<file path="config.mk">
export PLATFORM = sky130hd
export DESIGN_NAME = pcileech_tlps128_cfgspace_requester
export DESIGN_NICKNAME = d
export VERILOG_FILES = /design/src/rtl/pcileech_cfg_pkg.sv /design/src/rtl/pcileech_tlps128_cfgspace_requester.sv
export SDC_FILE = /design/constraint.sdc
export NUM_CORES = 1
export LEC_CHECK = 0
export ABC_AREA = 0
export BUFFER_PORTS_ARGS = -buffer_cell sky130_fd_sc_hd__buf_2
export CAP_MARGIN = 10
export CORE_MARGIN = 2
export CORE_UTILIZATION = 39
export DETAILED_ROUTE_END_ITERATION = 8
export PLACE_DENSITY = 0.75
export SLEW_MARGIN = 5
export SYNTH_ARGS = -nofsm -noshare
export SYNTH_HDL_FRONTEND = slang
export SYNTH_SLANG_ARGS = --single-unit
</file>
<file path="constraint.sdc">
create_clock -name clk -period 2.2 [get_ports clk]
set_clock_uncertainty 0.1 [all_clocks]
set_input_delay 0.11 -clock clk [delete_from_list [all_inputs] [get_ports clk]]
set_output_delay 0.11 -clock clk [all_outputs]
set_load 0.02 [all_outputs]
</file>
<file path="src/rtl/pcileech_cfg_pkg.sv">
// ----------------------------------------------------------------------------
// pcileech_cfg_pkg
// Shared definitions for the configuration-space requester:
//   - cfg_req_state_t : requester FSM states
//   - CPL_SC/UR/CA    : completion status encodings
//   - be_first_offset : byte offset of the lowest enabled byte in a first-DW BE
// ----------------------------------------------------------------------------
package pcileech_cfg_pkg;

    typedef enum logic [2:0] {
        ST_IDLE,
        ST_ISSUE,
        ST_WAIT_RD,
        ST_WAIT_WR,
        ST_CPL
    } cfg_req_state_t;

    localparam logic [2:0] CPL_SC = 3'b000;
    localparam logic [2:0] CPL_UR = 3'b001;
    localparam logic [2:0] CPL_CA = 3'b100;

    // Index of the lowest set byte enable; an all-zero BE maps to offset 0.
    function automatic logic [1:0] be_first_offset(input logic [3:0] be);
        logic [1:0] off;
        off = 2'd0;
        if (be[0])      off = 2'd0;
        else if (be[1]) off = 2'd1;
        else if (be[2]) off = 2'd2;
        else if (be[3]) off = 2'd3;
        return off;
    endfunction

endpackage

</file>
<file path="src/rtl/pcileech_tlps128_cfgspace_requester.sv">
// ----------------------------------------------------------------------------
// pcileech_tlps128_cfgspace_requester
// Initiator side of the extended configuration access interface. Takes decoded
// CfgRd/CfgWr requests, issues one read or write strobe to the configuration
// shadow, waits for its answer and returns one completion descriptor.
//
// Optional feature macro: CFG_REQ_TIMEOUT_EN
//   defined   : reads abandoned after TIMEOUT_CYCLES WAIT_RD cycles (status CA),
//               timeout_count counts them (saturating).
//   undefined : reads wait indefinitely, timeout_count tied to 0.
//
// Ports:
//   clk, reset_n                 clock, asynchronous active-low reset
//   req_*                        request handshake and fields
//   cfg_ext_*                    strobes / latched fields to the shadow,
//                                read data + valid back from it
//   cpl_*                        completion descriptor handshake and fields
//   timeout_count                saturating count of timed-out reads
// ----------------------------------------------------------------------------
module pcileech_tlps128_cfgspace_requester
    import pcileech_cfg_pkg::*;
#(
    parameter int unsigned NUM_FUNCTIONS  = 1,
    parameter int unsigned TIMEOUT_CYCLES = 64
) (
    input  logic        clk,
    input  logic        reset_n,

    input  logic        req_valid,
    output logic        req_ready,
    input  logic        req_is_write,
    input  logic [9:0]  req_reg_num,
    input  logic [3:0]  req_func,
    input  logic [3:0]  req_be,
    input  logic [31:0] req_data,
    input  logic [7:0]  req_tag,
    input  logic [15:0] req_requester_id,

    output logic        cfg_ext_read_received,
    output logic        cfg_ext_write_received,
    output logic [9:0]  cfg_ext_register_number,
    output logic [3:0]  cfg_ext_function_number,
    output logic [31:0] cfg_ext_write_data,
    output logic [3:0]  cfg_ext_write_byte_enable,
    input  logic [31:0] cfg_ext_read_data,
    input  logic        cfg_ext_read_data_valid,

    output logic        cpl_valid,
    input  logic        cpl_ready,
    output logic [2:0]  cpl_status,
    output logic        cpl_has_data,
    output logic [31:0] cpl_data,
    output logic [7:0]  cpl_tag,
    output logic [15:0] cpl_requester_id,
    output logic [6:0]  cpl_lower_addr,
    output logic [15:0] timeout_count
);

    if (TIMEOUT_CYCLES < 3 || TIMEOUT_CYCLES > 65535) begin : g_timeout_range
        $error("TIMEOUT_CYCLES must lie in 3..65535");
    end

    cfg_req_state_t state, state_next;

    logic is_write_q;
    logic wr_wait_q;      // second WAIT_WR cycle marker
    logic accept;
    logic unsupported;
    logic timeout_hit;
    logic rd_strobe;
    logic wr_strobe;

    assign unsupported = 32'(req_func) >= NUM_FUNCTIONS;

    // ------------------------------------------------------------------------
    // Optional read timeout
    // ------------------------------------------------------------------------
`ifdef CFG_REQ_TIMEOUT_EN
    localparam logic [15:0] TO_LAST = 16'(TIMEOUT_CYCLES - 1);

    logic [15:0] to_cnt;
    logic [15:0] to_total;

    // to_cnt holds the number of WAIT_RD cycles already spent without valid;
    // the cycle in which it would reach TIMEOUT_CYCLES takes the CA exit.
    assign timeout_hit   = (state == ST_WAIT_RD) && (to_cnt == TO_LAST);
    assign timeout_count = to_total;

    always_ff @(posedge clk or negedge reset_n) begin
        if (!reset_n) begin
            to_cnt   <= '0;
            to_total <= '0;
        end else begin
            if (state == ST_ISSUE) begin
                to_cnt <= '0;
            end else if (state == ST_WAIT_RD && !cfg_ext_read_data_valid) begin
                to_cnt <= to_cnt + 16'd1;
            end
            if (timeout_hit && !cfg_ext_read_data_valid && to_total != '1) begin
                to_total <= to_total + 16'd1;
            end
        end
    end
`else
    assign timeout_hit   = 1'b0;
    assign timeout_count = '0;
`endif

    // ------------------------------------------------------------------------
    // FSM
    // ------------------------------------------------------------------------
    always_ff @(posedge clk or negedge reset_n) begin
        if (!reset_n) state <= ST_IDLE;
        else          state <= state_next;
    end

    always_comb begin
        state_next = state;
        accept     = 1'b0;
        rd_strobe  = 1'b0;
        wr_strobe  = 1'b0;
        unique case (state)
            ST_IDLE: begin
                if (req_valid) begin
                    accept     = 1'b1;
                    state_next = unsupported ? ST_CPL : ST_ISSUE;
                end
            end
            ST_ISSUE: begin
                rd_strobe  = !is_write_q;
                wr_strobe  = is_write_q;
                state_next = is_write_q ? ST_WAIT_WR : ST_WAIT_RD;
            end
            ST_WAIT_RD: begin
                if (cfg_ext_read_data_valid || timeout_hit) state_next = ST_CPL;
            end
            ST_WAIT_WR: begin
                if (wr_wait_q) state_next = ST_CPL;
            end
            ST_CPL: begin
                if (cpl_ready) state_next = ST_IDLE;
            end
            default: state_next = ST_IDLE;
        endcase
    end

    // reset_n is folded in so that req_ready reads 0 while reset is held.
    assign req_ready              = (state == ST_IDLE) && reset_n;
    assign cpl_valid              = (state == ST_CPL);
    assign cfg_ext_read_received  = rd_strobe;
    assign cfg_ext_write_received = wr_strobe;

    // ------------------------------------------------------------------------
    // Datapath latch and completion descriptor
    // ------------------------------------------------------------------------
    always_ff @(posedge clk or negedge reset_n) begin
        if (!reset_n) begin
            is_write_q                <= 1'b0;
            wr_wait_q                 <= 1'b0;
            cfg_ext_register_number   <= '0;
            cfg_ext_function_number   <= '0;
            cfg_ext_write_data        <= '0;
            cfg_ext_write_byte_enable <= '0;
            cpl_status                <= CPL_SC;
            cpl_has_data              <= 1'b0;
            cpl_data                  <= '0;
            cpl_tag                   <= '0;
            cpl_requester_id          <= '0;
            cpl_lower_addr            <= '0;
        end else begin
            wr_wait_q <= (state == ST_WAIT_WR) && !wr_wait_q;

            if (accept) begin
                is_write_q                <= req_is_write;
                cfg_ext_register_number   <= req_reg_num;
                cfg_ext_function_number   <= req_func;
                cfg_ext_write_data        <= req_data;
                cfg_ext_write_byte_enable <= req_be;
                cpl_status                <= unsupported ? CPL_UR : CPL_SC;
                cpl_has_data              <= !req_is_write;
                cpl_data                  <= '0;
                cpl_tag                   <= req_tag;
                cpl_requester_id          <= req_requester_id;
                cpl_lower_addr            <= {req_reg_num[4:0], be_first_offset(req_be)};
            end

            if (state == ST_WAIT_RD) begin
                if (cfg_ext_read_data_valid) begin
                    cpl_status <= CPL_SC;
                    cpl_data   <= cfg_ext_read_data;
                end else if (timeout_hit) begin
                    cpl_status <= CPL_CA;
                    cpl_data   <= '0;
                end
            end

            if (state == ST_WAIT_WR && wr_wait_q) begin
                cpl_status   <= CPL_SC;
                cpl_has_data <= 1'b0;
            end
        end
    end

endmodule

</file>
==> metrics.log, run 1 <==
INFO  metric drt_pass1_iterations = 5
INFO  metric floorplan.die.width = between 100 and 150 um
INFO  metric die_area = 13100 um^2
INFO  metric worst_hold_startpoint = req_valid
INFO  metric hold_violations_final = 0
INFO  metric hold_path_class = in2reg
INFO  metric average_detailed_routed_wire_length_per_instance = 14.0 um
INFO  metric grt_pass1_vias = 4745
INFO  metric ctsResizeCount = 0
INFO  metric groute.usage.overall = 22.2%
INFO  metric syn_to_final_growth = 63.1%
INFO  metric yosysWarningCount = 0
INFO  metric grt_first_pass_wirelength = 22.6 mm
INFO  metric routabilityCongestion = 0.770
INFO  metric h_tree_depth = 4
INFO  metric status = completed
INFO  metric final.setup.tns = 0 ns
INFO  metric clock_tree_from_tritoncts = yes
INFO  metric drtAntennaViolNets = 0
INFO  metric worstPathArrival = 1.58 ns
INFO  metric worst_setup_path_startpoint = state[1]
INFO  metric fin_nets = 977
INFO  metric num-fill-cells = 896
INFO  metric drc_errors = 0
INFO  metric detailedRoute.firstIterationViolations = around 370
INFO  metric number_of_synthesized_register_bits = 117
INFO  metric post_synth_instance_area = around 4800 um^2
INFO  metric power.static_leakage = between 4 and 5 nW
INFO  metric multi_input_comb_area = 1610 um^2
INFO  metric synth_area_leader_cell = sky130_fd_sc_hd__dfrtp_1
INFO  metric dp_hpwl = roughly 8.4 mm
INFO  metric headroom_to_the_max_slew_limit = 52.4%
INFO  metric grt_antenna_before_repair = 0
INFO  metric setup.reg_to_reg.worst_slack = around 0.45 ns
INFO  metric total_power = ~8.8 mW
INFO  metric routed_wirelength = between 10 and 15 mm
INFO  metric die_h = 115 um
INFO  metric cts.root.buffer_cell = sky130_fd_sc_hd__clkbuf_16
INFO  metric clk_latency = about 0.4 ns
INFO  metric synth.distinct_cells = 31
INFO  metric clk_transition_reported_paths = 0.05 ns
INFO  metric tightestPinTransition = between 0.7 and 0.8 ns
INFO  metric clock_sinks = 117
INFO  metric placedCellCount = between 800 and 900
INFO  metric crit_path_end_kind = primary output
INFO  metric critical_path_peak_fanout = 12
INFO  metric synthTopCellsByArea = sky130_fd_sc_hd__dfrtp_1 (61%), sky130_fd_sc_hd__nand2_1 (23%), sky130_fd_sc_hd__o21ai_0 (3.6%), sky130_fd_sc_hd__buf_4 (3.3%), sky130_fd_sc_hd__clkbuf_1 (1.3%)
INFO  metric crit_type = reg2out
INFO  metric ys_seq_area_share = around 61%
INFO  metric timing.rr.start = state[1]
INFO  metric max_freq = 559 MHz
INFO  metric worst_ir_drop_vdd = roughly 540 uV
INFO  metric cts-buffers-inserted = 17
INFO  metric dr_total_vias = 4786
INFO  metric grt_overflow = 0
INFO  metric route.detailed.vias_per_inst = 4.66
INFO  metric largest_net_degree_at_the_start_of_global_routing = 68
INFO  metric core.rowCount = 40
INFO  metric synth_largest_type_area_fraction = between 60 and 70%
INFO  metric ctsLongestPathBuffers = 2
INFO  metric fin_cells = 1026
INFO  metric layout_cell_share_with_drive_strength_beyond_1 = a little under a third
INFO  metric power.density = about 1100 nW/um^2
INFO  metric ioPinCount = 249
INFO  metric period_share = 81.3%
INFO  metric portBuffers = 232
INFO  metric rsz0062_at_grt = no
INFO  metric placeable_core_area = about 12000 um^2
INFO  metric synthCells = 531
INFO  metric regArea = 2930 um^2
INFO  metric min_period = 1.79 ns
INFO  metric crit_path_start_kind = register
INFO  metric finalMaxSlewViolations = 0
INFO  metric syn-mean-instance-area = 8.98 um^2
INFO  metric cap_viol_max_count = 0
INFO  metric start_util = between 30 and 40%
INFO  metric finalSetupViolCount = 0
INFO  metric worstPathRequired = 1.99 ns
==> layout make-up <==
cell class	instances	share of cell area (%)
multi-input cells	375	20.7
flip-flops and latches	117	37.6
clock buffers	23	6.14
repair buffers	352	30.8
inverters	2	0.0965
clock inverters	9	2.22
diodes	1	0.0322
well taps	147	2.36
==> path summary, 6_finish.rpt <==
kind                                     endpoint  cells past startpoint
setup reg to reg                       cpl_tag[7]                      5
hold / removal                           state[0]                      4
setup / recovery           cfg_ext_write_received                      3
max in group asynchronous    cpl_requester_id[14]                      3
min in group asynchronous     cpl_requester_id[2]                      2
hold reg to reg              cpl_requester_id[14]                      2
==> logic make-up (layout without fill, tap and decap cells) <==
logic type             count (synthesis)  in the layout  synth area share (%)
muxes                                  1              1                 0.236
other                                  1             17                0.0786
AOI/OAI and AO/OA                     48             48                  6.06
DFF                                  117            117                  61.4
buffers and inverters                 54            386                  6.66
and+or+nand+nor                      310            310                  25.6
==> routing by layer <==
layer | global-route usage (%) | up-vias | part of all wire (%)
li1 | - | 2294 | -
met4 | 12.3 | 0 | 3.7
met5 | 0 | - | 0
met1 | 24.8 | 2228 | 39
met2 | 38.3 | 214 | 51
met3 | 6.25 | 50 | 6.0
==> registers in the layout, summed over array words and instances (netlist names) <==
name                       count
cfg_ext_write_byte_enable      4
cpl_lower_addr                 2
cpl_status                     3
cpl_has_data                   1
cfg_ext_register_number       10
cpl_data                      32
is_write_q                     1
wr_wait_q                      1
cfg_ext_write_data            32
cpl_requester_id              16
cfg_ext_function_number        4
cpl_tag                        8
state                          3
==> Yosys cell counts <==
master                      number
sky130_fd_sc_hd__and2_1          2
sky130_fd_sc_hd__dfrtp_1       117
sky130_fd_sc_hd__nor4b_2         1
sky130_fd_sc_hd__buf_4          21
sky130_fd_sc_hd__inv_1           2
sky130_fd_sc_hd__clkbuf_1       17
sky130_fd_sc_hd__mux2_2          1
sky130_fd_sc_hd__nor3_1          2
sky130_fd_sc_hd__nand2_1       291
sky130_fd_sc_hd__nor4bb_1        2
sky130_fd_sc_hd__a21oi_1         3
sky130_fd_sc_hd__o21bai_1        1
sky130_fd_sc_hd__a221oi_1        1
sky130_fd_sc_hd__a21boi_0        2
sky130_fd_sc_hd__nor2_1          4
sky130_fd_sc_hd__nand3b_1        1
sky130_fd_sc_hd__nor4_1          2
sky130_fd_sc_hd__conb_1          1
sky130_fd_sc_hd__o221a_2         1
sky130_fd_sc_hd__buf_2          11
sky130_fd_sc_hd__o41ai_2         1
sky130_fd_sc_hd__nand2b_1        2
sky130_fd_sc_hd__o21ai_0        34
sky130_fd_sc_hd__buf_6           3
sky130_fd_sc_hd__a211oi_1        2
sky130_fd_sc_hd__a22o_1          1
sky130_fd_sc_hd__o31ai_2         1
sky130_fd_sc_hd__or4b_1          1
sky130_fd_sc_hd__nor2b_1         1
sky130_fd_sc_hd__nor3b_1         1
sky130_fd_sc_hd__o2bb2ai_1       1
==> placed cells by master (no fill, tap or decap), types with 4 or more instances in the layout <==
cell type,count
sky130_fd_sc_hd__dlygate4sd3_1,109
sky130_fd_sc_hd__buf_12,5
sky130_fd_sc_hd__conb_1,16
sky130_fd_sc_hd__nand2_1,291
sky130_fd_sc_hd__nor2_1,4
sky130_fd_sc_hd__buf_4,7
sky130_fd_sc_hd__bufinv_16,5
sky130_fd_sc_hd__buf_2,231
sky130_fd_sc_hd__clkbuf_16,17
sky130_fd_sc_hd__dfrtp_1,117
sky130_fd_sc_hd__o21ai_0,34
==> metrics by stage <==
stage	utilization (%)	area, um^2	worst slack, ns	hold slack, ns
after CTS	65.0	7780	0.420	0.0256
after detailed placement	50.5	6040	0.475	-0.0532
final	65.1	7780	0.412	0.0406
after global placement	50.5	6040	0.508	-0.0509
after floorplan	-	4830	0.402	-0.286
after global routing	65.0	7780	0.340	0.0544
==> repair_timing <==
item,CTS,global route
hold buffers,109,0
hold endpoints to repair,228,0
buffers inserted,0,0
==> where the power goes <==
group	total (mW)	switching, mW	internal, mW	leakage, nW
registers	3.05	0.316	2.74	1.50
logic	2.71	1.75	0.951	2.42
clock network	3.02	0.922	2.09	0.317
total	8.77	2.99	5.78	4.23
==> critical path: stages, from the launching register on <==
cell and delay, ns:
sky130_fd_sc_hd__dfrtp_1 0.39, sky130_fd_sc_hd__buf_4 0.19, sky130_fd_sc_hd__nor4bb_1 0.36, sky130_fd_sc_hd__buf_2 0.24
No activity file was read; power rests on OpenSTA's default activity.
==> run 2: changes to the inputs <==
--- a/config.mk
+++ b/config.mk
@@ -11,7 +11,7 @@
 export CORE_MARGIN = 2
 export CORE_UTILIZATION = 39
 export DETAILED_ROUTE_END_ITERATION = 8
-export PLACE_DENSITY = 0.75
+export PLACE_DENSITY = 0.77
 export SLEW_MARGIN = 5
 export SYNTH_ARGS = -nofsm -noshare
 export SYNTH_HDL_FRONTEND = slang
==> constraint.sdc (replaced) <==
create_clock -name clk -period 1.5 [get_ports clk]
set_clock_uncertainty 0.1 [all_clocks]
set_input_delay 0.075 -clock clk [delete_from_list [all_inputs] [get_ports clk]]
set_output_delay 0.075 -clock clk [all_outputs]
set_load 0.02 [all_outputs]
==> run 2 against run 1 <==
The run now ends with setup timing left. Setup slack got worse by 0.60 ns. Flip-flop and latch count is the same. Cell area is 7.4% higher. Register-to-register slack got worse by 0.64 ns. Sequential share of layout area fell by 2.6 points. Largest power group unchanged.
==> metrics.log, run 2 (synthesis results as in run 1) <==
INFO  metric status = complete, but fails checks
INFO  metric violations = setup timing
INFO  metric cap_viol_max_count = 0
INFO  metric fin_nets = 1005
INFO  metric grt_first_pass_wirelength = 22.8 mm
INFO  metric dp_hpwl = 8.29 mm
INFO  metric multi_input_comb_area = about 1800 um^2
INFO  metric grt_antenna_before_repair = 0
INFO  metric period_share = 113%
INFO  metric routabilityCongestion = between 0.7 and 0.8
INFO  metric total_power = 13.4 mW
INFO  metric detailedRoute.firstIterationViolations = 404
INFO  metric drc_errors = 0
INFO  metric fin_cells = 1054
INFO  metric clk_transition_reported_paths = 0.05 ns
INFO  metric reg.largest.list = cfg_ext_write_data: 32 flops, cpl_data: 32 flops, cpl_requester_id: 16 flops
INFO  metric ctsLongestPathBuffers = 2
INFO  metric core.rowCount = 40
INFO  metric r2r.worst_path.cells = 4
INFO  metric worst_ir_drop_vdd = 1130 uV
INFO  metric worstPathArrival = between 1.5 and 2 ns
INFO  metric grt_pass1_vias = 4734
INFO  metric worstPathRequired = about 1.7 ns
INFO  metric layout.cells.most_common = sky130_fd_sc_hd__nand2_1
INFO  metric critical_path_peak_fanout = 68
INFO  metric drt_pass1_iterations = 4
INFO  metric placedCellCount = 891
INFO  metric cts-buffers-inserted = 17
INFO  metric dr_total_vias = 4856
INFO  metric crit_path_start_kind = register
INFO  metric hold_crit_depth = 4
INFO  metric regArea = 2930 um^2
INFO  metric layout_cell_share_with_drive_strength_beyond_1 = a little under 40%
INFO  metric power.density = about 1600 nW/um^2
INFO  metric average_detailed_routed_wire_length_per_instance = 14.9 um
INFO  metric routed_wirelength = 15.7 mm
INFO  metric worst_setup_slack_final = -0.188 ns
INFO  metric die_h = ~110 um
INFO  metric num-fill-cells = 825
INFO  metric hold_violations_final = 0
INFO  metric min_period = roughly 1.7 ns
INFO  metric start_util = 39.9%
INFO  metric groute.usage.overall = 22.4%
INFO  metric placeable_core_area = 12000 um^2
INFO  metric crit_type = reg2reg
INFO  metric largest_net_degree_at_the_start_of_global_routing = 69
INFO  metric hold_path_class = in2reg
INFO  metric max_freq = about 600 MHz
INFO  metric headroom_to_the_max_slew_limit = roughly 65%
INFO  metric power.static_leakage = 4.52 nW
INFO  metric finalMaxSlewViolations = 0
INFO  metric route.detailed.vias_per_inst = roughly 4.6
INFO  metric cts.root.buffer_cell = sky130_fd_sc_hd__clkbuf_16
INFO  metric grt_overflow = 0
INFO  metric crit_path_end_kind = register
INFO  metric worst_hold_slack = 0.0848 ns
INFO  metric setup.reg_to_reg.worst_slack = -0.19 ns
INFO  metric clk_latency = 0.40 ns
INFO  metric portBuffers = 232
INFO  metric drtAntennaViolNets = 0
INFO  metric most-common-layout-cells = sky130_fd_sc_hd__nand2_1 (257), sky130_fd_sc_hd__buf_2 (227), sky130_fd_sc_hd__dfrtp_1 (117), sky130_fd_sc_hd__dlygate4sd3_1 (110), sky130_fd_sc_hd__o21ai_0 (31)
INFO  metric h_tree_depth = 4
INFO  metric floorplan.die.width = 115 um
INFO  metric finalSetupViolCount = 113
INFO  metric syn_to_final_growth = 75.1%
INFO  metric placedInstanceArea = 6120 um^2
INFO  metric finalInstanceArea = 8350 um^2
INFO  metric tightestPinTransition = around 0.52 ns
INFO  metric rsz0062_at_grt = yes
INFO  metric die_area = between 10000 and 15000 um^2
INFO  metric clock_tree_from_tritoncts = yes
INFO  metric clock_sinks = 117
INFO  metric ioPinCount = 249
[run 2: cell count changes in the layout (fill, tap and decap cells not counted), sizes merged]
cell and delta:
diode +1, buf +24, dlygate4sd3 +1, clkbuf +2
bufinv -1, clkinv +1
[run 2: critical path: stages (launching register included)]
cell	delay, ns
sky130_fd_sc_hd__dfrtp_1	0.41
sky130_fd_sc_hd__or4b_4	0.57
sky130_fd_sc_hd__buf_12	0.21
sky130_fd_sc_hd__nand2_1	0.12
sky130_fd_sc_hd__o21ai_0	0.09
[run 2: routing by layer]
layer | up-vias | GRT usage (%) | routed length (um)
li1 | 2353 | - | -
met1 | 2267 | 25.6 | 6160
met2 | 201 | 39.1 | 8140
met3 | 35 | 5.98 | 1000
met4 | 0 | 10.4 | 405
met5 | - | 0 | 0
[run 2: stage by stage]
step | TNS, ns | setup slack [ns] | util (%)
final | -12.06 | -0.188 | 69.8
after detailed placement | -7.16 | -0.119 | 51.2
after global placement | -4.74 | -0.0727 | 51.2
after floorplan | -17.68 | -0.212 | -
after CTS | -9.78 | -0.129 | 67.0
after global routing | -19.36 | -0.211 | 69.8
[run 2: path summary, 6_finish.rpt]
kind                                            start                      to
worst min-delay path                        req_valid           cpl_status[1]
min in group asynchronous                     reset_n            cpl_data[16]
max in group asynchronous                     reset_n  cfg_ext_write_data[15]
worst min register to register  cfg_ext_write_data[2]   cfg_ext_write_data[2]
worst max-delay path                         state[0]            cpl_data[20]
worst max register to register               state[0]            cpl_data[20]
[run 2: area by class of cell]
class,instances,share of cell area [%]
diodes,2,0.0599
inverters,2,0.120
clock buffers,22,5.92
flip-flops and latches,117,35.0
well taps,147,2.20
repair buffers,380,33.1
multi-input cells,375,21.8
clock inverters,9,1.77
[run 2: power breakdown]
| part | total [mW] | leakage, nW | switching, mW | internal [mW] |
|---|---|---|---|---|
| Clock | 4.36 | 0.318 | 1.38 | 2.98 |
| Sequential | 4.51 | 1.50 | 0.493 | 4.02 |
| Combinational | 4.48 | 2.70 | 2.75 | 1.73 |
| Total | 13.4 | 4.52 | 4.63 | 8.73 |
[run 2: timing repair]
action                                  4_1_cts  5_1_grt
gates resized for setup                      19       62
endpoints found under the setup margin      114      119
hold buffers                                110        0
pin swaps                                     2       26
buffers inserted                             10        5
hold endpoints to repair                    230        0
cloned                                        0        5
==> run 3: changes to the inputs <==
--- a/config.mk
+++ b/config.mk
@@ -8,7 +8,6 @@
 export ABC_AREA = 0
 export BUFFER_PORTS_ARGS = -buffer_cell sky130_fd_sc_hd__buf_2
 export CAP_MARGIN = 10
-export CORE_MARGIN = 2
 export CORE_UTILIZATION = 39
 export DETAILED_ROUTE_END_ITERATION = 8
 export PLACE_DENSITY = 0.77
==> run 3 against run 2 <==
The flow still finishes with violations (setup timing). Total power shrank 1.6%. Critical path type unchanged. Cell area is 2.3% higher. Die area down 3.5%. Flip-flop and latch count unchanged. Sequential share of layout area is 0.78 points lower. Combinational power grew 6.0%. Largest power group is now combinational logic. Count of clock-buffer cells in the layout increased by 5. Register-to-register slack about the same. Global-route usage up 1.3 points. Clock power fell by 11%. Hold slack better by 0.090 ns. Critical path depth unchanged.
==> metrics.log, run 3 (synthesis results as in run 1) <==
INFO  metric layout.cells.most_common = sky130_fd_sc_hd__buf_2
INFO  metric worstPathArrival = 1.89 ns
INFO  metric largest_net_degree_at_the_start_of_global_routing = 71
INFO  metric dp_hpwl = ~8.5 mm
INFO  metric worst_ir_drop_vdd = 1040 uV
INFO  metric clock_sinks = 117
INFO  metric tightestPinTransition = 0.519 ns
INFO  metric placedInstanceArea = 6150 um^2
INFO  metric finalMaxSlewViolations = 0
INFO  metric routabilityCongestion = 0.745
INFO  metric period_share = 113%
INFO  metric drtAntennaViolNets = 0
INFO  metric finalSetupViolCount = roughly 110
INFO  metric slowest_stage = sky130_fd_sc_hd__or4b_4
INFO  metric syn_to_final_growth = 79.1%
INFO  metric worstPathRequired = ~1.7 ns
INFO  metric detailedRoute.firstIterationViolations = 400
INFO  metric worstPathBufferInverterCount = 1
INFO  metric insertedDiodeCount = 0
INFO  metric critical_path_peak_fanout = 70
INFO  metric timing.critical_path.cells = or4b_4 > buf_12 > nand2_1 > nand2_2
INFO  metric cell_internal_pwr = 8.44 mW
INFO  metric start_util = between 30% and 40%
INFO  metric cts-buffers-inserted = 17
INFO  metric power.static_leakage = about 4.6 nW
INFO  metric p_seq_share = approximately a third
INFO  metric combinationalPowerShare = 36.1%
INFO  metric grt_pass1_vias = 4777
INFO  metric clock_power_share = 29.4%
INFO  metric groute.usage.overall = 23.7%
INFO  metric critical_path.top_delay_family = simple AND/OR/NAND/NOR gates
INFO  metric grt_overflow = 0
INFO  metric crit_path_start_kind = register
INFO  metric die_h = 113 um
INFO  metric rsz0062_at_grt = yes
INFO  metric clk_transition_reported_paths = 0.05 ns
INFO  metric drt_pass1_iterations = 6
INFO  metric total_power = 13.1 mW
INFO  metric portBuffers = around 230
INFO  metric min_period = 1.70 ns
INFO  metric fin_cells = 1054
INFO  metric p_sw = 4.70 mW
INFO  metric worst_setup_slack_final = -0.201 ns
INFO  metric clock_tree_from_tritoncts = yes
INFO  metric placedCellCount = about 900
INFO  metric route.detailed.vias_per_inst = 4.78
INFO  metric hold_violations_final = 0
INFO  metric power.switching_fraction = between 30% and 40%
INFO  metric place_worst_setup_slack = -0.128 ns
INFO  metric clk_latency = 0.40 ns
INFO  metric crit_path_end_kind = register
INFO  metric critical-path-max-stage-delay = 0.61 ns
INFO  metric finalInstanceArea = 8540 um^2
INFO  metric layout_cell_share_with_drive_strength_beyond_1 = 41.5%
INFO  metric floorplan.die.width = 113 um
INFO  metric die_area = ~13000 um^2
INFO  metric routed_wirelength = 16.4 mm
INFO  metric reg.largest.list = cfg_ext_write_data: 32 flops, cpl_data: 32 flops, cpl_requester_id: 16 flops
INFO  metric grt_antenna_before_repair = 0
INFO  metric hold_path_class = in2async
INFO  metric cap_viol_max_count = 0
INFO  metric placeable_core_area = 12000 um^2
INFO  metric grt_first_pass_wirelength = 23.1 mm
INFO  metric max_freq = between 500 and 600 MHz
INFO  metric ctsLongestPathBuffers = 2
INFO  metric crit_type = reg2reg
INFO  metric fin_nets = 1007
INFO  metric core.rowCount = 40
INFO  metric most-common-layout-cells = sky130_fd_sc_hd__buf_2 (227), sky130_fd_sc_hd__nand2_1 (222), sky130_fd_sc_hd__dfrtp_1 (117), sky130_fd_sc_hd__dlygate4sd3_1 (112), sky130_fd_sc_hd__nand2_2 (46)
INFO  metric violations = setup timing
INFO  metric headroom_to_the_max_slew_limit = 65.4%
INFO  metric cts.root.buffer_cell = sky130_fd_sc_hd__clkbuf_16
INFO  metric h_tree_depth = 4
INFO  metric drc_errors = 0
INFO  metric power.density = around 1500 nW/um^2
INFO  metric dr_total_vias = 5035
INFO  metric average_detailed_routed_wire_length_per_instance = approximately 16 um
INFO  metric ioPinCount = between 200 and 250
INFO  metric status = complete, but fails checks
run 3: metal layers:
| metal | wire, um | global-route usage (%) |
|---|---|---|
| met1 | 6290 | 27.0 |
| met2 | 8450 | 40.8 |
| met3 | 1100 | 7.40 |
| met4 | 519 | 10.8 |
| met5 | 0 | 0 |
run 3: worst reg2reg max path, cell delays in order, from the launching register on:
cell                      delay, ns
sky130_fd_sc_hd__dfrtp_1       0.38
sky130_fd_sc_hd__or4b_4        0.62
sky130_fd_sc_hd__buf_12        0.22
sky130_fd_sc_hd__nand2_1       0.22
sky130_fd_sc_hd__nand2_2       0.05
run 3: timing repair:
| action | in CTS | in global routing |
|---|---|---|
| endpoints found under the hold margin | 231 | 2 |
| cloned | 1 | 9 |
| buffers inserted | 7 | 2 |
| gates resized for setup | 22 | 103 |
| setup endpoints to repair | 115 | 119 |
| hold buffers | 111 | 1 |
| pin swaps | 2 | 60 |
run 3: final timing paths:
kind	start	end	cells past startpoint	slack (ns)
worst min-delay path	reset_n	cfg_ext_write_data[12]	3	0.17
worst max register to register	state[1]	cfg_ext_register_number[3]	4	-0.20
worst min register to register	cpl_requester_id[6]	cpl_requester_id[6]	2	0.36
min in group clk	req_valid	cpl_lower_addr[0]	4	0.20
worst max-delay path	state[1]	cfg_ext_register_number[3]	4	-0.20
max in group asynchronous	reset_n	cfg_ext_write_data[15]	3	0.64
run 3: layout make-up:
cell class	instances	area, um^2
Clock buffer	27	493
Multi-Input combinational cell	375	1940
Sequential cell	117	2930
Clock inverter	4	70.1
Inverter	2	7.51
Timing Repair Buffer	382	2920
Tap cell	147	184
Fill cell	790	3420
run 3: power by group through the flow:
stage	clock [mW]	combinational, mW	sequential (mW)
after floorplan	0	1.28	5.55
after global placement	0	3.74	4.48
after detailed placement	0	3.83	4.49
after CTS	3.92	4.20	4.48
after global routing	4.10	5.07	4.62
final	3.87	4.75	4.52
run 3: metrics by stage:
step / setup TNS (ns) / util (%) / hold slack, ns
finish: -14.79 / 71.4 / 0.175
global route: -21.05 / 71.4 / 0.197
CTS: -11.71 / 66.8 / 0.00308
detailed placement: -7.95 / 51.4 / -0.201
global placement: -4.62 / 51.4 / -0.204
floorplan: -17.68 / - / -0.321
